**src/rtl/uart_tx_fifo.sv**
```systemverilog
// Buffered transmit front-end: circular FIFO plus a launcher that hands one entry
// at a time to a UART transmitter and waits for its frame-complete level.
module uart_tx_fifo #(
  parameter int DATA_WIDTH = 8,
  parameter int DEPTH      = 16,
  parameter int GAP_CYCLES = 0
) (
  input  logic                  clk,
  input  logic                  arstn,
  input  logic                  wr_valid,
  input  logic [DATA_WIDTH-1:0] wr_data,
  output logic                  wr_ready,
  output logic                  tx_start,
  output logic [DATA_WIDTH-1:0] tx_data,
  input  logic                  tx_done,
  output logic [$clog2(DEPTH):0] count,
  output logic                  empty,
  output logic                  full,
  output logic                  busy
);
  localparam int AW = $clog2(DEPTH);
  localparam int GW = (GAP_CYCLES > 1) ? $clog2(GAP_CYCLES) : 1;
  localparam logic [GW-1:0] GAP_LOAD = GW'((GAP_CYCLES > 0) ? GAP_CYCLES - 1 : 0);

  typedef enum logic [1:0] {S_IDLE, S_SEND, S_WAIT, S_GAP} state_t;

  state_t                r_state;
  state_t                w_state_next;
  logic [DATA_WIDTH-1:0] r_mem [DEPTH];
  logic [AW-1:0]         r_wp;
  logic [AW-1:0]         r_rp;
  logic [AW:0]           r_count;
  logic [GW-1:0]         r_gap_cnt;
  logic [GW-1:0]         w_gap_cnt_next;
  logic                  r_tx_done_q;
  logic                  r_tx_start;
  logic [DATA_WIDTH-1:0] r_tx_data;
  logic                  w_push;
  logic                  w_pop;
  logic                  w_empty;
  logic                  w_full;
  logic                  w_done_rise;

  assign w_empty     = (r_count == '0);
  assign w_full      = (r_count == (AW+1)'(DEPTH));
  assign w_done_rise = tx_done && !r_tx_done_q;
  // Reset gating keeps the source from believing a write landed while flops are held.
  assign wr_ready    = !w_full && !arstn;
  assign w_push      = wr_valid && wr_ready;

  assign tx_start = r_tx_start;
  assign tx_data  = r_tx_data;
  assign count    = r_count;
  assign empty    = w_empty;
  assign full     = w_full;
  assign busy     = (r_state != S_IDLE);

  always_comb begin
    w_state_next   = r_state;
    w_gap_cnt_next = r_gap_cnt;
    w_pop          = 1'b0;
    case (r_state)
      S_IDLE: begin
        if (!w_empty) begin
          w_pop        = 1'b1;
          w_state_next = S_SEND;
        end
      end
      S_SEND: w_state_next = S_WAIT;
      S_WAIT: begin
        if (w_done_rise) begin
          w_gap_cnt_next = GAP_LOAD;
          w_state_next   = (GAP_CYCLES > 0) ? S_GAP : S_IDLE;
        end
      end
      S_GAP: begin
        if (r_gap_cnt == '0) w_state_next = S_IDLE;
        else                 w_gap_cnt_next = r_gap_cnt - GW'(1);
      end
      default: w_state_next = S_IDLE;
    endcase
  end

  always_ff @(posedge clk or posedge arstn) begin
    if (arstn) begin
      r_state     <= S_IDLE;
      r_gap_cnt   <= '0;
      r_tx_done_q <= 1'b0;
      r_tx_start  <= 1'b0;
      r_tx_data   <= '0;
      r_wp        <= '0;
      r_rp        <= '0;
      r_count     <= '0;
    end else begin
      r_state     <= w_state_next;
      r_gap_cnt   <= w_gap_cnt_next;
      r_tx_done_q <= tx_done;
      r_tx_start  <= w_pop;
      if (w_pop) begin
        r_tx_data <= r_mem[r_rp];
        r_rp      <= r_rp + AW'(1);
      end
      if (w_push) r_wp <= r_wp + AW'(1);
      case ({w_push, w_pop})
        2'b10:   r_count <= r_count + (AW+1)'(1);
        2'b01:   r_count <= r_count - (AW+1)'(1);
        default: r_count <= r_count;
      endcase
    end
  end

  // Storage carries no reset; stale entries are unreachable once the pointers clear.
  always_ff @(posedge clk) begin
    if (w_push) r_mem[r_wp] <= wr_data;
  end

endmodule

```
**config.mk**
```make
export PLATFORM = sky130hd
export DESIGN_NAME = uart_tx_fifo
export DESIGN_NICKNAME = d
export VERILOG_FILES = /design/src/rtl/uart_tx_fifo.sv
export SDC_FILE = /design/constraint.sdc
export NUM_CORES = 1
export LEC_CHECK = 0
export CORE_ASPECT_RATIO = 0.9
export CORE_MARGIN = 4
export CORE_UTILIZATION = 45
export DETAILED_ROUTE_END_ITERATION = 10
export GPL_ROUTABILITY_DRIVEN = 1
export GPL_TIMING_DRIVEN = 1
export HOLD_SLACK_MARGIN = 0.05
export PLACE_DENSITY = 0.71
export SLEW_MARGIN = 0
export SYNTH_ARGS = -nofsm -noshare
export SYNTH_HDL_FRONTEND = slang
export SYNTH_SLANG_ARGS = --single-unit
```
**constraint.sdc**
```tcl
create_clock -name clk -period 3.7 [get_ports clk]
set_input_delay 0.74 -clock clk [delete_from_list [all_inputs] [get_ports clk]]
set_output_delay 0.74 -clock clk [all_outputs]
set_load 0.01 [all_outputs]
```
Word level (Yosys, flattened, before mapping)
Memory sizes are Yosys's and may differ from the RTL's. A register that Yosys moved wholly into a read port is not among the register bits.
Cells that the tools add are included.

word-level totals
  register bits = 18
  memory bits (writable) = 128
  output and inout port bits = 18
  memories kept = 1

memories
  name   words  width  rd ports  clocked after Yosys merged registers in  wr ports  RTL line  text
  r_mem  16     8      1         1                                        1         29        logic [DATA_WIDTH-1:0] r_mem [DEPTH];

operators by class
  add/subtract/negate cells = 5
  equal/unequal tests = 9
  mux-type cells = 12
  reduce and logical (&&, ||, !) cells = 13

operator list
  kind                                                                   count
  5-bit one-hot mux with 2 select lines                                  1
  4-bit by 1-bit adder with 4-bit output, second input constant          2
  2-bit one-hot mux with 4 select lines                                  1
  2-bit equality test, second input constant                             3
  1-bit two-way mux                                                      6
  2-bit two-way mux                                                      3
  2-bit != test, second input constant                                   3
  2-bit nonzero test                                                     3
  5-bit by 1-bit adder with 5-bit output, second input constant          1
  5-bit equality test, second input constant                             1
  5-bit zero test                                                        1
  5-bit by 1-bit subtractor with 5-bit output, second input constant     1
  2-bit by 1-bit equality test with 1-bit output, second input constant  2
  1-bit logical AND                                                      3
  1-bit zero test                                                        3
  3-bit AND reduction                                                    1
  2-bit zero test                                                        1
  1-bit one-hot mux with 2 select lines                                  1
  2-bit AND reduction                                                    1
  1-bit subtractor, second input constant                                1

Logic depth before layout (Yosys ltp)
  depth after elaboration = 6
  gate-level depth with buffers = 13
  mapped depth without buffers = 10

Least setup slack after synthesis
OpenSTA, ideal clock, no wires.

  kind = input -> register
  from = input port arstn
  to = register r_count[4], in the netlist count[4]
  data arrival time = 3.081 ns
  required time = 3.577 ns
  path slack = 0.496 ns
  cell stages on the path = 12
  path buffers = 2
  cells stage by stage = inv_1 -> o211a_1 -> buf_4 -> inv_1 -> ha_1 -> clkbuf_1 -> xor2_1 -> ha_1 -> o211a_1 -> o31ai_1 -> a31oi_1 -> xnor2_1

between the ends
  longest elaborated chain between the ends = 5

ends and longest elaborated chain
  what                                                                                          RTL line  text
  from (decl)                                                                                   9         input logic arstn,
  1-bit zero test (no source line) *                                                            n/a
  1-bit logical AND *                                                                           48        assign wr_ready = !w_full && !arstn;
  1-bit logical AND *                                                                           49        assign w_push = wr_valid && wr_ready;
  2-bit by 1-bit equality test with 1-bit output / 2-bit equality test (equally long branches)  104       case ({w_push, w_pop})
  5-bit one-hot mux with 2 select lines / 2-bit nonzero test (equally long branches)            n/a
  to (signal assigned)                                                                          105       2'b10: r_count <= r_count + (AW+1)'(1);
  to (signal assigned)                                                                          106       2'b01: r_count <= r_count - (AW+1)'(1);
  to (signal assigned)                                                                          107       default: r_count <= r_count;
  to (decl)                                                                                     32        logic [AW:0] r_count;

Mark *: on every way between the ends. The rest lies on a longest branch, timed or not.
A chain may end at the register's enable or synchronous reset.

Worst setup path in the final report
  from = register r_count[1], in the netlist count[1]
  to = register r_count[4], in the netlist count[4]

between the ends
  longest elaborated chain between the ends = 6

ends and longest elaborated chain
  what                                                                                          RTL line  text
  5-bit equality test                                                                           45        assign w_full = (r_count == (AW+1)'(DEPTH));
  1-bit zero test                                                                               48
  1-bit logical AND                                                                             48
  1-bit logical AND                                                                             49
  2-bit by 1-bit equality test with 1-bit output / 2-bit equality test (equally long branches)  104
  5-bit one-hot mux with 2 select lines / 2-bit nonzero test (equally long branches)            n/a

Parallel ways exist; a longest one is shown, timed or not.

==> summary.md <==
| Metric | Value |
|---|---|
| Core Region | 13500 sq um |
| # hold bufs at CTS | 0 |
| Area taken by flip-flops and latches | 4470 sq um |
| Switching power | 1.70 mW |
| Max-Cap Viols | 0 |
| Mapped Area | 6250 sq um |
| Setup CP Type | flip-flop to flip-flop |
| Fmax | 329 MHz |
| Combinational power share | 29.2% |
| CTS Sinks | 153 |
| TritonCTS clock tree | done |
| Power Total | 5.73 mW |
| Layout cells sized above 1 | 19.3% |
| PnR worst setup slack | 0.662 ns |
| # resized after CTS | 0 |
| Initial Util | 46.4% |
| Crit path cell chain | or4_4 -> o211a_1 -> buf_4 -> inv_1 -> ha_1 -> xor2_1 -> ha_1 -> o211a_1 -> o31ai_1 -> a31oi_1 -> xnor2_1 |
| #FFs+latches synth | 153 |
| Internal | 4.03 mW |
| DR iter-0 viols | 353 |
| Fin Setup TNS | 0 ns |
| IO Count | 30 |
| Reg clk slew, reported paths | 0.06 ns |
| Crit-path max cell delay | 0.58 ns |
| Vias in the first global route | 3266 |
| Die Footprint | 15800 sq um |
| Net Count, Synth | 357 |
| Clock Power Share | 29.2% |
| Placer congestion estimate | 0.831 |
| Crit-path max FO | 9 |
| Area of the multi-input gates | 1600 sq um |
| Non-Filler Instances | 561 |
| Cell count after synthesis | 336 |
| Leakage power | 2.61 nW |
| GRT overflow | 0 |
| Sequential power share | 41.6% |
| TritonCTS buffer count | 17 |
| Critical path launch point type | flip-flop |
| Largest net degree at the start of global routing | 26 |
| Final period util | 82.1% |
| Slowest CP cell | or4_4 |
| Hold Crit Class | flip-flop to flip-flop |
| Switching portion of total power | 29.7% |
| Wire length per cell | 21.4 um |
| Post-CTS Setup Bufs | 0 |
| Via-per-instance ratio | 5.60 |
| Inst Count DP | 529 |
| Synthesized area per cell | 18.6 sq um |
| CP endpoint kind | flip-flop |
| RSZ-0062 raised after global routing | no |
| Die Y | 120 um |
| Yosys cell types | 37 |
| Layout Nets | 401 |
| Routed wire length | 12000 um |
| PD cells | 782 nW/um^2 |
| # DRC | 0 |
| CP required | 4.00 ns |
| Via count | 3140 |
| Worst-margin pin slew | 1.06 ns |
| P&R area growth vs syn | 17.2% |
| Relative slew margins | 29.1% |
| DRT antenna net count | 0 |
| Ant. Diodes | 0 |
| Peak VDD IR | 0.352 mV |
| Synth Warn # | 0 |
| Placement Setup Slack | 0.515 ns |
| FP Rows | 40 |
| Final hold vios | 0 |
| Final HPWL DP | 7640 um |
| Fillcell total | 1015 |
| Outcome | finished clean |
| DR pass1 iterations | 5 |
| Clock skew | 0.0101 ns |
| Global-route wire length before repair | 19300 um |
| Chip Width | 132 um |
| Most frequent cells in the layout | edfxtp_1, clkdlybuf4s50_1, dfrtp_1 |
| Root Driver | clkbuf_16 |
| Total GRT Usage | 16.5% |
| Final Critical Period | 3.04 ns |
| IO Port Bufs | 29 |
| Pins over their slew limit | 0 |
| Initial antenna violation count | 0 |
| Most common cell after layout, fill and taps aside | edfxtp_1 |
| Clock Tree Buf Depth | 2 |
| H-tree levels | 4 |
| Clk Latency, worst-skew pair | 0.42 ns |
| Final Setup Violations | 0 |
| Crit path DAT | 3.34 ns |
| Register area share after synthesis | 71.5% |
-- final timing paths --
kind | depth (start not counted) | start | end | slack [ns]
worst max-delay path | 11 | count[1] | count[4] | 0.66
worst min-delay path | 1 | r_state[1] | r_state[1] | 0.47
worst max register to register | 11 | count[1] | count[4] | 0.66
worst min register to register | 1 | r_state[1] | r_state[1] | 0.47
max in group asynchronous | 3 | arstn | r_rp[0] | 2.67
min in group asynchronous | 3 | arstn | count[2] | 0.75
-- logic make-up after synthesis --
logic type | share of synthesized area (%)
AO/OA/AOI/OAI | 4.46
XOR/XNOR | 1.54
adder cells (fa/ha/maj) | 1.80
buffers and inverters | 3.00
flip-flops | 71.5
multiplexers | 13.7
AND/OR/NAND/NOR | 4.02
-- per-stage QoR --
stage	hold slack, ns	utilization, %	area, sq um
final	0.475	54.4	7330
after global routing	0.500	54.4	7330
after CTS	0.485	54.4	7330
after detailed placement	0.477	50.1	6750
after global placement	0.461	50.1	6750
after floorplan	0.443	-	6250
-- power by group through the flow --
stage / registers, mW / logic (mW) / clock network [mW]
after floorplan: 2.23 / 1.35 / 0
after global placement: 2.41 / 1.63 / 0
after detailed placement: 2.42 / 1.67 / 0
after CTS: 2.39 / 1.69 / 1.69
after global routing: 2.42 / 1.84 / 1.78
final: 2.38 / 1.67 / 1.67
-- cell type report --
class	instances	area share, %
Clock buffer	23	6.52
Multi-Input combinational cell	151	21.8
Tap cell	168	2.87
Timing Repair Buffer	47	5.98
Clock inverter	9	1.35
Sequential cell	153	61.0
Inverter	10	0.512
-- worst max-delay path, delay by kind of cell (launching register included) --
kind	cells	cell delay [ns]
simple gates	1	0.58
flops	1	0.46
buf+inv	2	0.27
compound gates	4	0.79
fa+ha+maj	2	0.57
xor+xnor	2	0.26
-- metal layers --
layer  vias up  global-route usage (%)  share of wire, %
met5         -                       0                 0
met4         0                    4.68               1.1
met3        14                    4.61               5.6
met2        78                    26.3                48
met1      1636                    22.5                45
li1       1412                       -                 -
-- cell usage after synthesis --
master / instances / area, sq um
edfxtp_1: 128 / 3840
dfrtp_1: 25 / 626
mux4_2: 23 / 518
nor2_1: 18 / 67.6
a21oi_1: 11 / 55.1
nand2_1: 10 / 37.5
ha_1: 9 / 113
inv_1: 9 / 33.8
mux2i_1: 9 / 90.1
mux4_1: 9 / 236
nor2b_1: 9 / 56.3
a211o_1: 8 / 70.1
a22o_1: 8 / 70.1
xnor2_1: 8 / 70.1
buf_4: 6 / 45.0
buf_2: 5 / 25.0
clkbuf_1: 5 / 18.8
o21ai_0: 5 / 25.0
nor3_1: 4 / 20.0
buf_6: 3 / 33.8
nand2b_1: 3 / 18.8
xor2_1: 3 / 26.3
buf_1: 2 / 7.51
nand4_1: 2 / 12.5
o211a_1: 2 / 20.0
a21o_1: 1 / 7.51
a311oi_1: 1 / 8.76
a31oi_1: 1 / 6.26
and3b_1: 1 / 8.76
buf_12: 1 / 20.0
inv_2: 1 / 3.75
mux2_2: 1 / 11.3
nand2_4: 1 / 11.3
nor3b_1: 1 / 7.51
o21ai_2: 1 / 8.76
o31ai_1: 1 / 7.51
or4_4: 1 / 11.3
-- sequential cells by signal (all words and copies together), names as in the netlist --
| register | flops |
|---|---|
| count | 5 |
| r_mem | 128 |
| tx_data | 8 |
| tx_start | 1 |
| r_rp | 4 |
| r_tx_done_q | 1 |
| r_wp | 4 |
| r_state | 2 |
Note: power is estimated with default switching activity, not from simulation.
